`config.mk`:
```
export PLATFORM = sky130hd
export DESIGN_NAME = oam_sprite_scanner_flat
export DESIGN_NICKNAME = d
export VERILOG_FILES = /design/src/rtl/oam_sprite_scanner_pkg.sv /design/src/rtl/oam_sprite_scanner_if.sv /design/src/rtl/oam_sprite_scanner_hit_compare.sv /design/src/rtl/oam_sprite_scanner.sv /design/src/flat_wrapper.sv
export SDC_FILE = /design/constraint.sdc
export NUM_CORES = 1
export LEC_CHECK = 0
export CORE_AREA = 2 2 174 176
export DETAILED_ROUTE_END_ITERATION = 16
export DIE_AREA = 0 0 176 178
export HOLD_SLACK_MARGIN = 0.03
export PLACE_DENSITY = 0.68
export REMOVE_ABC_BUFFERS = 1
export SYNTH_ARGS = -nofsm -noshare
export SYNTH_HDL_FRONTEND = slang
export SYNTH_SLANG_ARGS = --single-unit
```
`constraint.sdc`:
```
create_clock -name clk -period 31.4 [get_ports clk]
set_clock_uncertainty 0.1 [all_clocks]
set_input_delay 6.28 -clock clk [delete_from_list [all_inputs] [get_ports clk]]
set_output_delay 6.28 -clock clk [all_outputs]
set_load 0.05 [all_outputs]
```
`src/rtl/oam_sprite_scanner_pkg.sv`:
```
// Shared types and constants for the OAM sprite scanner.
// Holds the OAM word layout, the table sizes and the scan FSM state encoding.
package oam_pkg;

  localparam int OAM_ENTRIES = 64;
  localparam int OAM_SLOTS   = 8;
  localparam int OAM_ADDR_W  = 6;

  // One OAM word: [7:0] y, [15:8] tile, [23:16] attr, [31:24] x.
  typedef struct packed {
    logic [7:0] x;
    logic [7:0] attr;
    logic [7:0] tile;
    logic [7:0] y;
  } oam_entry_t;

  typedef enum logic [1:0] {
    ST_IDLE  = 2'd0,
    ST_SCAN  = 2'd1,
    ST_FLUSH = 2'd2,
    ST_DONE  = 2'd3
  } scan_state_e;

  // Mirror a raw row inside an 8- or 16-row sprite.
  function automatic logic [3:0] flip_row(input logic [3:0] raw, input logic tall);
    if (tall) begin
      return 4'd15 - raw;
    end
    return 4'd7 - {1'b0, raw[2:0]};
  endfunction

endpackage

```
`src/rtl/oam_sprite_scanner_if.sv`:
```
// Control, OAM read port and slot read bundle for the sprite scanner.
// slave = scanner side, master = PPU/host side.
interface oam_sprite_scanner_if;
  logic        start;
  logic [7:0]  scanline;
  logic        tall_sprites;
  logic [5:0]  oam_read_addr;
  logic [31:0] oam_read_data;
  logic        busy;
  logic        done;
  logic [3:0]  sprite_count;
  logic        overflow;
  logic [2:0]  slot_index;
  logic [31:0] slot_data;
  logic [3:0]  slot_row;

  modport slave (
    input  start, scanline, tall_sprites, oam_read_data, slot_index,
    output oam_read_addr, busy, done, sprite_count, overflow, slot_data, slot_row
  );

  modport master (
    output start, scanline, tall_sprites, oam_read_data, slot_index,
    input  oam_read_addr, busy, done, sprite_count, overflow, slot_data, slot_row
  );
endinterface

```
`src/rtl/oam_sprite_scanner_hit_compare.sv`:
```
// Combinational scanline-vs-sprite-Y hit test.
// The difference is taken 9 bits wide so sprites below the line (y > scanline)
// show up as a negative result and never wrap into a hit.
module oam_hit_compare (
  input  logic [7:0] scanline_i,
  input  logic [7:0] y_i,
  input  logic       tall_i,
  output logic       hit_o,
  output logic [3:0] row_o
);

  logic [8:0] diff_d;
  logic [7:0] height_d;

  // Row offset and in-range test for the current entry.
  always_comb begin
    diff_d   = {1'b0, scanline_i} - {1'b0, y_i};
    height_d = tall_i ? 8'd16 : 8'd8;
    hit_o    = ~diff_d[8] && (diff_d[7:0] < height_d);
    row_o    = diff_d[3:0];
  end

endmodule

```
`src/rtl/oam_sprite_scanner.sv`:
```
// Per-scanline sprite evaluation: walks all 64 OAM entries, keeps the first 8
// hits in ascending index order and flags overflow on a 9th hit.
// The OAM read port has one cycle of latency, so the compare stage trails the
// address by one SCAN cycle and a FLUSH cycle compares the last entry.
// Optional feature: define OAM_SCAN_VFLIP_EN to mirror slot_row for slots
// whose attr bit 7 (vertical flip) is set.
module oam_sprite_scanner
  import oam_pkg::*;
(
  input  logic                 clk,
  input  logic                 reset,
  oam_sprite_scanner_if.slave  bus
);

  localparam logic [OAM_ADDR_W-1:0] LAST_ADDR = OAM_ADDR_W'(OAM_ENTRIES - 1);
  localparam logic [3:0]            FULL_CNT  = 4'(OAM_SLOTS);

  scan_state_e           state_q;
  logic [OAM_ADDR_W-1:0] addr_q;
  logic                  busy_q;
  logic                  done_q;
  logic [3:0]            count_q;
  logic                  ovf_q;
  logic [7:0]            line_q;
  logic                  tall_q;
  logic                  rd_vld_p1_q;

  oam_entry_t            slot_word_q [OAM_SLOTS];
  logic [3:0]            slot_raw_q  [OAM_SLOTS];

  oam_entry_t            entry_d;
  logic                  hit_d;
  logic [3:0]            row_d;
  logic                  cmp_en_d;
  logic                  cmp_hit_d;
  logic                  slots_full_d;

  assign entry_d      = oam_entry_t'(bus.oam_read_data);
  assign cmp_en_d     = ((state_q == ST_SCAN) && rd_vld_p1_q) || (state_q == ST_FLUSH);
  assign cmp_hit_d    = cmp_en_d && hit_d;
  assign slots_full_d = (count_q == FULL_CNT);

  oam_hit_compare u_hit (
    .scanline_i (line_q),
    .y_i        (entry_d.y),
    .tall_i     (tall_q),
    .hit_o      (hit_d),
    .row_o      (row_d)
  );

  // Scan sequencer: address generation, hit counting, overflow and done pulse.
  always_ff @(posedge clk or posedge reset) begin
    if (reset) begin
      state_q     <= ST_IDLE;
      addr_q      <= '0;
      busy_q      <= 1'b0;
      done_q      <= 1'b0;
      count_q     <= '0;
      ovf_q       <= 1'b0;
      line_q      <= '0;
      tall_q      <= 1'b0;
      rd_vld_p1_q <= 1'b0;
    end else begin
      case (state_q)
        ST_IDLE: begin
          // busy stays up through the done cycle, so a start that lands
          // right on the done pulse is still rejected here.
          done_q <= 1'b0;
          busy_q <= 1'b0;
          if (bus.start && !busy_q) begin
            line_q      <= bus.scanline;
            tall_q      <= bus.tall_sprites;
            count_q     <= '0;
            ovf_q       <= 1'b0;
            addr_q      <= '0;
            rd_vld_p1_q <= 1'b0;
            busy_q      <= 1'b1;
            state_q     <= ST_SCAN;
          end
        end
        ST_SCAN: begin
          // First SCAN cycle only launches address 0; data is valid from the next.
          rd_vld_p1_q <= 1'b1;
          if (addr_q == LAST_ADDR) begin
            state_q <= ST_FLUSH;
          end else begin
            addr_q <= addr_q + 1'b1;
          end
        end
        ST_FLUSH: begin
          state_q <= ST_DONE;
        end
        ST_DONE: begin
          done_q  <= 1'b1;
          state_q <= ST_IDLE;
        end
        default: begin
          state_q <= ST_IDLE;
        end
      endcase

      // A hit after the buffer is full ends the scan early.
      if (cmp_hit_d) begin
        if (slots_full_d) begin
          ovf_q   <= 1'b1;
          state_q <= ST_DONE;
        end else begin
          count_q <= count_q + 1'b1;
        end
      end
    end
  end

  // Slot buffer fill: each accepted hit goes to the next free slot.
  always_ff @(posedge clk or posedge reset) begin
    if (reset) begin
      for (int i = 0; i < OAM_SLOTS; i++) begin
        slot_word_q[i] <= '0;
        slot_raw_q[i]  <= '0;
      end
    end else if (cmp_hit_d && !slots_full_d) begin
      slot_word_q[count_q[2:0]] <= entry_d;
      slot_raw_q[count_q[2:0]]  <= row_d;
    end
  end

  // Slot read port: zero-latency lookup of word and row for the renderer.
  always_comb begin
    bus.slot_data = slot_word_q[bus.slot_index];
`ifdef OAM_SCAN_VFLIP_EN
    if (slot_word_q[bus.slot_index].attr[7]) begin
      bus.slot_row = flip_row(slot_raw_q[bus.slot_index], tall_q);
    end else begin
      bus.slot_row = slot_raw_q[bus.slot_index];
    end
`else
    bus.slot_row  = slot_raw_q[bus.slot_index];
`endif
  end

  assign bus.oam_read_addr = addr_q;
  assign bus.busy          = busy_q;
  assign bus.done          = done_q;
  assign bus.sprite_count  = count_q;
  assign bus.overflow      = ovf_q;

endmodule

```
`src/flat_wrapper.sv`:
```
// flat-port wrapper written by rule: the top's interface ports become plain ports
module oam_sprite_scanner_flat import oam_pkg::*;
  (clk, reset, bus_start, bus_scanline, bus_tall_sprites, bus_oam_read_data, bus_slot_index, bus_oam_read_addr, bus_busy, bus_done, bus_sprite_count, bus_overflow, bus_slot_data, bus_slot_row);
  oam_sprite_scanner_if bus_i ();
  input  logic clk;
  input  logic reset;
  input wire logic [$bits(bus_i.start)-1:0] bus_start;
  input wire logic [$bits(bus_i.scanline)-1:0] bus_scanline;
  input wire logic [$bits(bus_i.tall_sprites)-1:0] bus_tall_sprites;
  input wire logic [$bits(bus_i.oam_read_data)-1:0] bus_oam_read_data;
  input wire logic [$bits(bus_i.slot_index)-1:0] bus_slot_index;
  output wire logic [$bits(bus_i.oam_read_addr)-1:0] bus_oam_read_addr;
  output wire logic [$bits(bus_i.busy)-1:0] bus_busy;
  output wire logic [$bits(bus_i.done)-1:0] bus_done;
  output wire logic [$bits(bus_i.sprite_count)-1:0] bus_sprite_count;
  output wire logic [$bits(bus_i.overflow)-1:0] bus_overflow;
  output wire logic [$bits(bus_i.slot_data)-1:0] bus_slot_data;
  output wire logic [$bits(bus_i.slot_row)-1:0] bus_slot_row;
  assign bus_i.start = bus_start;
  assign bus_i.scanline = bus_scanline;
  assign bus_i.tall_sprites = bus_tall_sprites;
  assign bus_i.oam_read_data = bus_oam_read_data;
  assign bus_i.slot_index = bus_slot_index;
  assign bus_oam_read_addr = bus_i.oam_read_addr;
  assign bus_busy = bus_i.busy;
  assign bus_done = bus_i.done;
  assign bus_sprite_count = bus_i.sprite_count;
  assign bus_overflow = bus_i.overflow;
  assign bus_slot_data = bus_i.slot_data;
  assign bus_slot_row = bus_i.slot_row;
  oam_sprite_scanner u_core (.clk(clk), .reset(reset), .bus(bus_i));
endmodule
```
==> Yosys cells after proc, flatten, opt, wreduce, memory -nomap -nowiden <==
Index checks and enable logic that the tools add are counted.
{ "totals": {"reg_bits": 313, "in_bits": 47, "output_inout_bits": 49, "wordCells": 114} }
{ "op_classes": {"n_addsub": 3, "magnitude_cmp": 4, "n_eq_ne": 7, "mux": 33, "n_bitwise": 3, "n_reduce_logical": 15} }
{ "ops": {"columns": ["op", "count"], "rows": [
  ["$bwmux W256", 1],
  ["$bmux W32 S3", 1],
  ["$demux W32 S3", 1],
  ["$mux W32", 3],
  ["$bwmux W32", 1],
  ["$mux W4", 7],
  ["$bmux W4 S3", 1],
  ["$demux W4 S3", 1],
  ["$mux W6", 2],
  ["$pmux W6 S2", 1],
  ["$sub A8 B8 Y9", 1],
  ["$ge A4 B4 Y1 const B", 2],
  ["$lt A8 B5 Y1", 1],
  ["$mux W2", 4],
  ["$not A3 Y4", 2],
  ["$pmux W2 S4", 1],
  ["$add A6 B1 Y6 const B", 1],
  ["$eq A6 B6 Y1 const B", 1],
  ["$logic_and A1 B1 Y1", 6],
  ["$mux W1", 6],
  ["$mux W5", 1],
  ["$add A4 B1 Y4 const B", 1],
  ["$eq A2 B2 Y1 const B", 2],
  ["$eq A4 B4 Y1 const B", 1],
  ["12 further kinds", 16]
]} }

==> Logic depth before layout (Yosys ltp) <==
{ "logic_depth": {"word_depth": 6, "depth_mapped": 18, "ltp_nobuf": 15} }

==> Hierarchy <==
Synthesis repeated with hierarchy kept, for this count alone.
{ "hier_totals": {"hier_cells": 940, "hier_area_um2": 15125.8} }
{ "by_module_without_submodules": {"columns": ["module", "instances", "cells_per_inst", "area_each_um2", "seq_area_each_um2"], "rows": [
  ["oam_sprite_scanner", 1, 885, 14724.1, 7832.5],
  ["oam_hit_compare", 1, 55, 401.6, 0.0]
]} }

==> Worst setup path before layout <==
No wires, ideal clock.
{ "synth_timing": {"path_kind": "input port to output port", "from": "input bus_slot_index[0]", "to": "output bus_slot_data[0]", "t_arrival_ps": 8066, "t_required_ps": 25020, "path_slack_ps": 16954, "cell_stages": 4, "path_buffers": 2, "path_cell_list": "clkbuf_1 -> buf_1 -> mux4_2 -> mux2_2"} }
{ "synth_between": {"elab_chain_cells": 4} }
{ "synth_lines": {"columns": ["item", "line", "text"], "rows": [
  ["start: declaration", "flat_wrapper.sv:11", "input wire logic [$bits(bus_i.slot_index)-1:0] bus_slot_index;"],
  ["$not A3 Y4 (implied by the code)", "oam_sprite_scanner.sv:129", "bus.slot_data = slot_word_q[bus.slot_index];"],
  ["$bmux W32 S3", "oam_sprite_scanner.sv:129", null],
  ["$mux W32 (implied by the code) (2 in series)", "oam_sprite_scanner.sv:129", null],
  ["end: declaration", "flat_wrapper.sv:17", "output wire logic [$bits(bus_i.slot_data)-1:0] bus_slot_data;"]
]} }
Every way passes these cells. The select of a mux whose other input is x is not followed.

==> Worst setup path in the final report <==
{ "layout_timing": {"from": "input bus_slot_index[0]", "to": "output bus_slot_data[4]"} }
The elaborated chain is that of the path after synthesis.

==> flow_summary.json <==
{
  "status": "finished clean",
  "min_period_over_period": 0.4987,
  "cts-resized-gates": 0,
  "p_leak_nw": 8.107,
  "die_x_um": 176,
  "rsz0062_at_grt": "false",
  "crit_required_ns": 25.02,
  "dpl.hpwl_um": 16470,
  "ys_types": 40,
  "die_h_um": 178,
  "grt_pass1_vias": 8854,
  "worstMarginPinSlew_ns": 1.084,
  "syn_inst": 955,
  "synthFlopType": "dfrtp_1",
  "core_area_um2": 29400,
  "synth_seq_cells": 313,
  "synth_edf_count": 0,
  "area_growth_pct": 16.88,
  "h-tree-depth": 2,
  "ir_worst_vdd_uv": 52.23,
  "cts_buffer_depth": 3,
  "drtIter0Drc": 538,
  "fmax_mhz": 63.86,
  "layout-drive-gt1-share": 0.3989,
  "std_cell_rows": 63,
  "ant_nets": 0,
  "final_common_cell": "dfrtp_1",
  "layout_common_cells": "313 x dfrtp_1, 278 x mux2_2, 92 x clkdlybuf4s50_1",
  "vias_per_cell": 5.607,
  "cts_inserted_buffers": 36,
  "drc_errors": 0,
  "postCtsSetupBuffers": 0,
  "finalWorstPathRequiredPeriod_ns": 15.66,
  "syn_area_per_cell_um2": 15.17,
  "hold_buffers": 0,
  "crit_fanout": 38,
  "cts_root_buf": "clkbuf_16",
  "cts_tree": "yes",
  "synth_area_um2": 14490,
  "yosys_warnings": 0,
  "clk_pin_slew_worst_paths_ns": 0.05,
  "worst_slack_ns": 15.74,
  "cts.sinks": 313,
  "critPathKind": "primary input to primary output",
  "first_pass_iters": 6,
  "antenna_found_initial": 0,
  "finalHoldViolations": 0,
  "seq_area_frac_synth": 0.5406,
  "async_flop_share": 1.000,
  "crit_path_start_kind": "primary input",
  "power.density_nw_per_um2": 62.29,
  "fillers": 2324,
  "clkLatencyLatePin_ns": 0.51,
  "final_nets": 1110,
  "tns_ns": 0,
  "start_util": 0.4928,
  "routed_wl_um": 30360,
  "worst_ep_arrival_time_ns": 9.28,
  "grt_overflow_total": 0,
  "grt_max_degree": 182,
  "place_congestion": 0.7336,
  "fin_util": 0.5760,
  "drv_slew": 0,
  "hold_class": "flip-flop to flip-flop",
  "port_buffers": 95,
  "setup_violations": 0,
  "cap_violations": 0,
  "timing.hold.ws_ns": 0.3792,
  "relSlewSlack": 0.2774,
  "track_usage": 0.2026,
  "n_antenna_cell": 0,
  "pre_cts_ws_ns": 15.70,
  "grt_pass1_wl_um": 49500,
  "ioPinCount": 96,
  "dp_cells": 1398,
  "dieArea_um2": 31330,
  "fin_cells": 1458,
  "routedWlPerCell_um": 20.82,
  "vias": 8175,
  "endpoint_kind": "primary output"
}
metal layers:
metal / track usage / share of wire / up-vias / wire, um
met5: 0 / 0 / - / 0
met4: 0.05028 / 0.016 / 0 / 483
met3: 0.02920 / 0.043 / 42 / 1291
met2: 0.3304 / 0.47 / 153 / 14300
met1: 0.2898 / 0.47 / 4297 / 14280
li1: - / - / 3683 / -
worst max-delay path, stage by stage:
cell and delay (ns):
buf_4 0.59, buf_4 0.73, mux4_2 0.60, mux2_2 0.31, clkdlybuf4s50_1 0.72
state kept, by name (all words and copies together) (netlist names), named ones only:
| signal | flops |
|---|---|
| u_core.bus.sprite_count | 3 |
| u_core.line_q | 8 |
| u_core.tall_q | 1 |
| u_core.bus.oam_read_addr | 6 |
| u_core.slot_raw_q | 32 |
| u_core.slot_word_q | 256 |
| u_core.bus.busy | 1 |
| u_core.bus.done | 1 |
| u_core.state_q | 2 |
| u_core.rd_vld_p1_q | 1 |
| u_core.bus.overflow | 1 |
synthesized netlist by cell type, types with 3 or more instances:
master	number	area [um^2]
mux4_2	72	1622
a21o_1	3	22.52
mux2_1	31	349.1
inv_1	37	138.9
nor4_4	3	63.81
o21ai_0	17	85.08
dfrtp_1	313	7833
a21oi_1	13	65.06
mux2i_1	14	140.1
clkbuf_1	23	86.33
nor2_1	21	78.83
buf_1	11	41.29
mux2_2	278	3131
nand3_1	11	55.05
o31ai_1	5	37.54
ha_1	16	200.2
xnor2_1	3	26.28
nand2_1	34	127.6
buf_2	16	80.08
xor2_1	5	43.79
buf_6	4	45.04
cell type report:
cell class	instances	area, um^2	share of cell area
Clock buffer	53	1066	0.06295
Tap cell	390	488.0	0.02881
Inverter	37	146.4	0.008644
Timing Repair Buffer	107	1044	0.06162
Clock inverter	7	63.81	0.003768
Multi-Input combinational cell	551	6295	0.3717
Sequential cell	313	7833	0.4625
kinds of logic after synthesis:
logic type | synth area share
XOR/XNOR | 0.004836
AND/OR/NAND/NOR | 0.02971
multiplexers | 0.3617
adder cells (fa/ha/maj) | 0.01520
flip-flops | 0.5406
buffers and inverters | 0.02703
AO/OA/AOI/OAI | 0.02090
final timing paths:
kind	startpoint	end	slack, ns	depth (start not counted)
setup / recovery	bus_slot_index[0]	bus_slot_data[4]	15.74	5
hold / removal	u_core.slot_word_q[177]$_DFFE_PP0P_	u_core.slot_word_q[177]$_DFFE_PP0P_	0.38	1
setup reg to reg	u_core.line_q[0]$_DFFE_PP0P_	u_core.slot_word_q[203]$_DFFE_PP0P_	26.81	16
hold reg to reg	u_core.slot_word_q[177]$_DFFE_PP0P_	u_core.slot_word_q[177]$_DFFE_PP0P_	0.38	1
max in group asynchronous	reset	u_core.slot_word_q[255]$_DFFE_PP0P_	23.36	3
min in group asynchronous	reset	u_core.slot_word_q[18]$_DFFE_PP0P_	6.29	2
power by group:
| group | leakage, nW | total, mW | switching [mW] | internal (mW) |
|---|---|---|---|---|
| sequential | 4.28 | 0.460 | 0.0221 | 0.438 |
| clock | 0.561 | 0.401 | 0.159 | 0.242 |
| combinational | 3.27 | 0.193 | 0.110 | 0.0828 |
metrics by stage:
step | area (um^2) | power (mW)
after floorplan | 14240 | 0.5977
after global placement | 15810 | 0.6570
after detailed placement | 15810 | 0.6613
after CTS | 16940 | 1.067
after global routing | 16940 | 1.104
final | 16940 | 1.055
(Power assumes the default switching activity.)
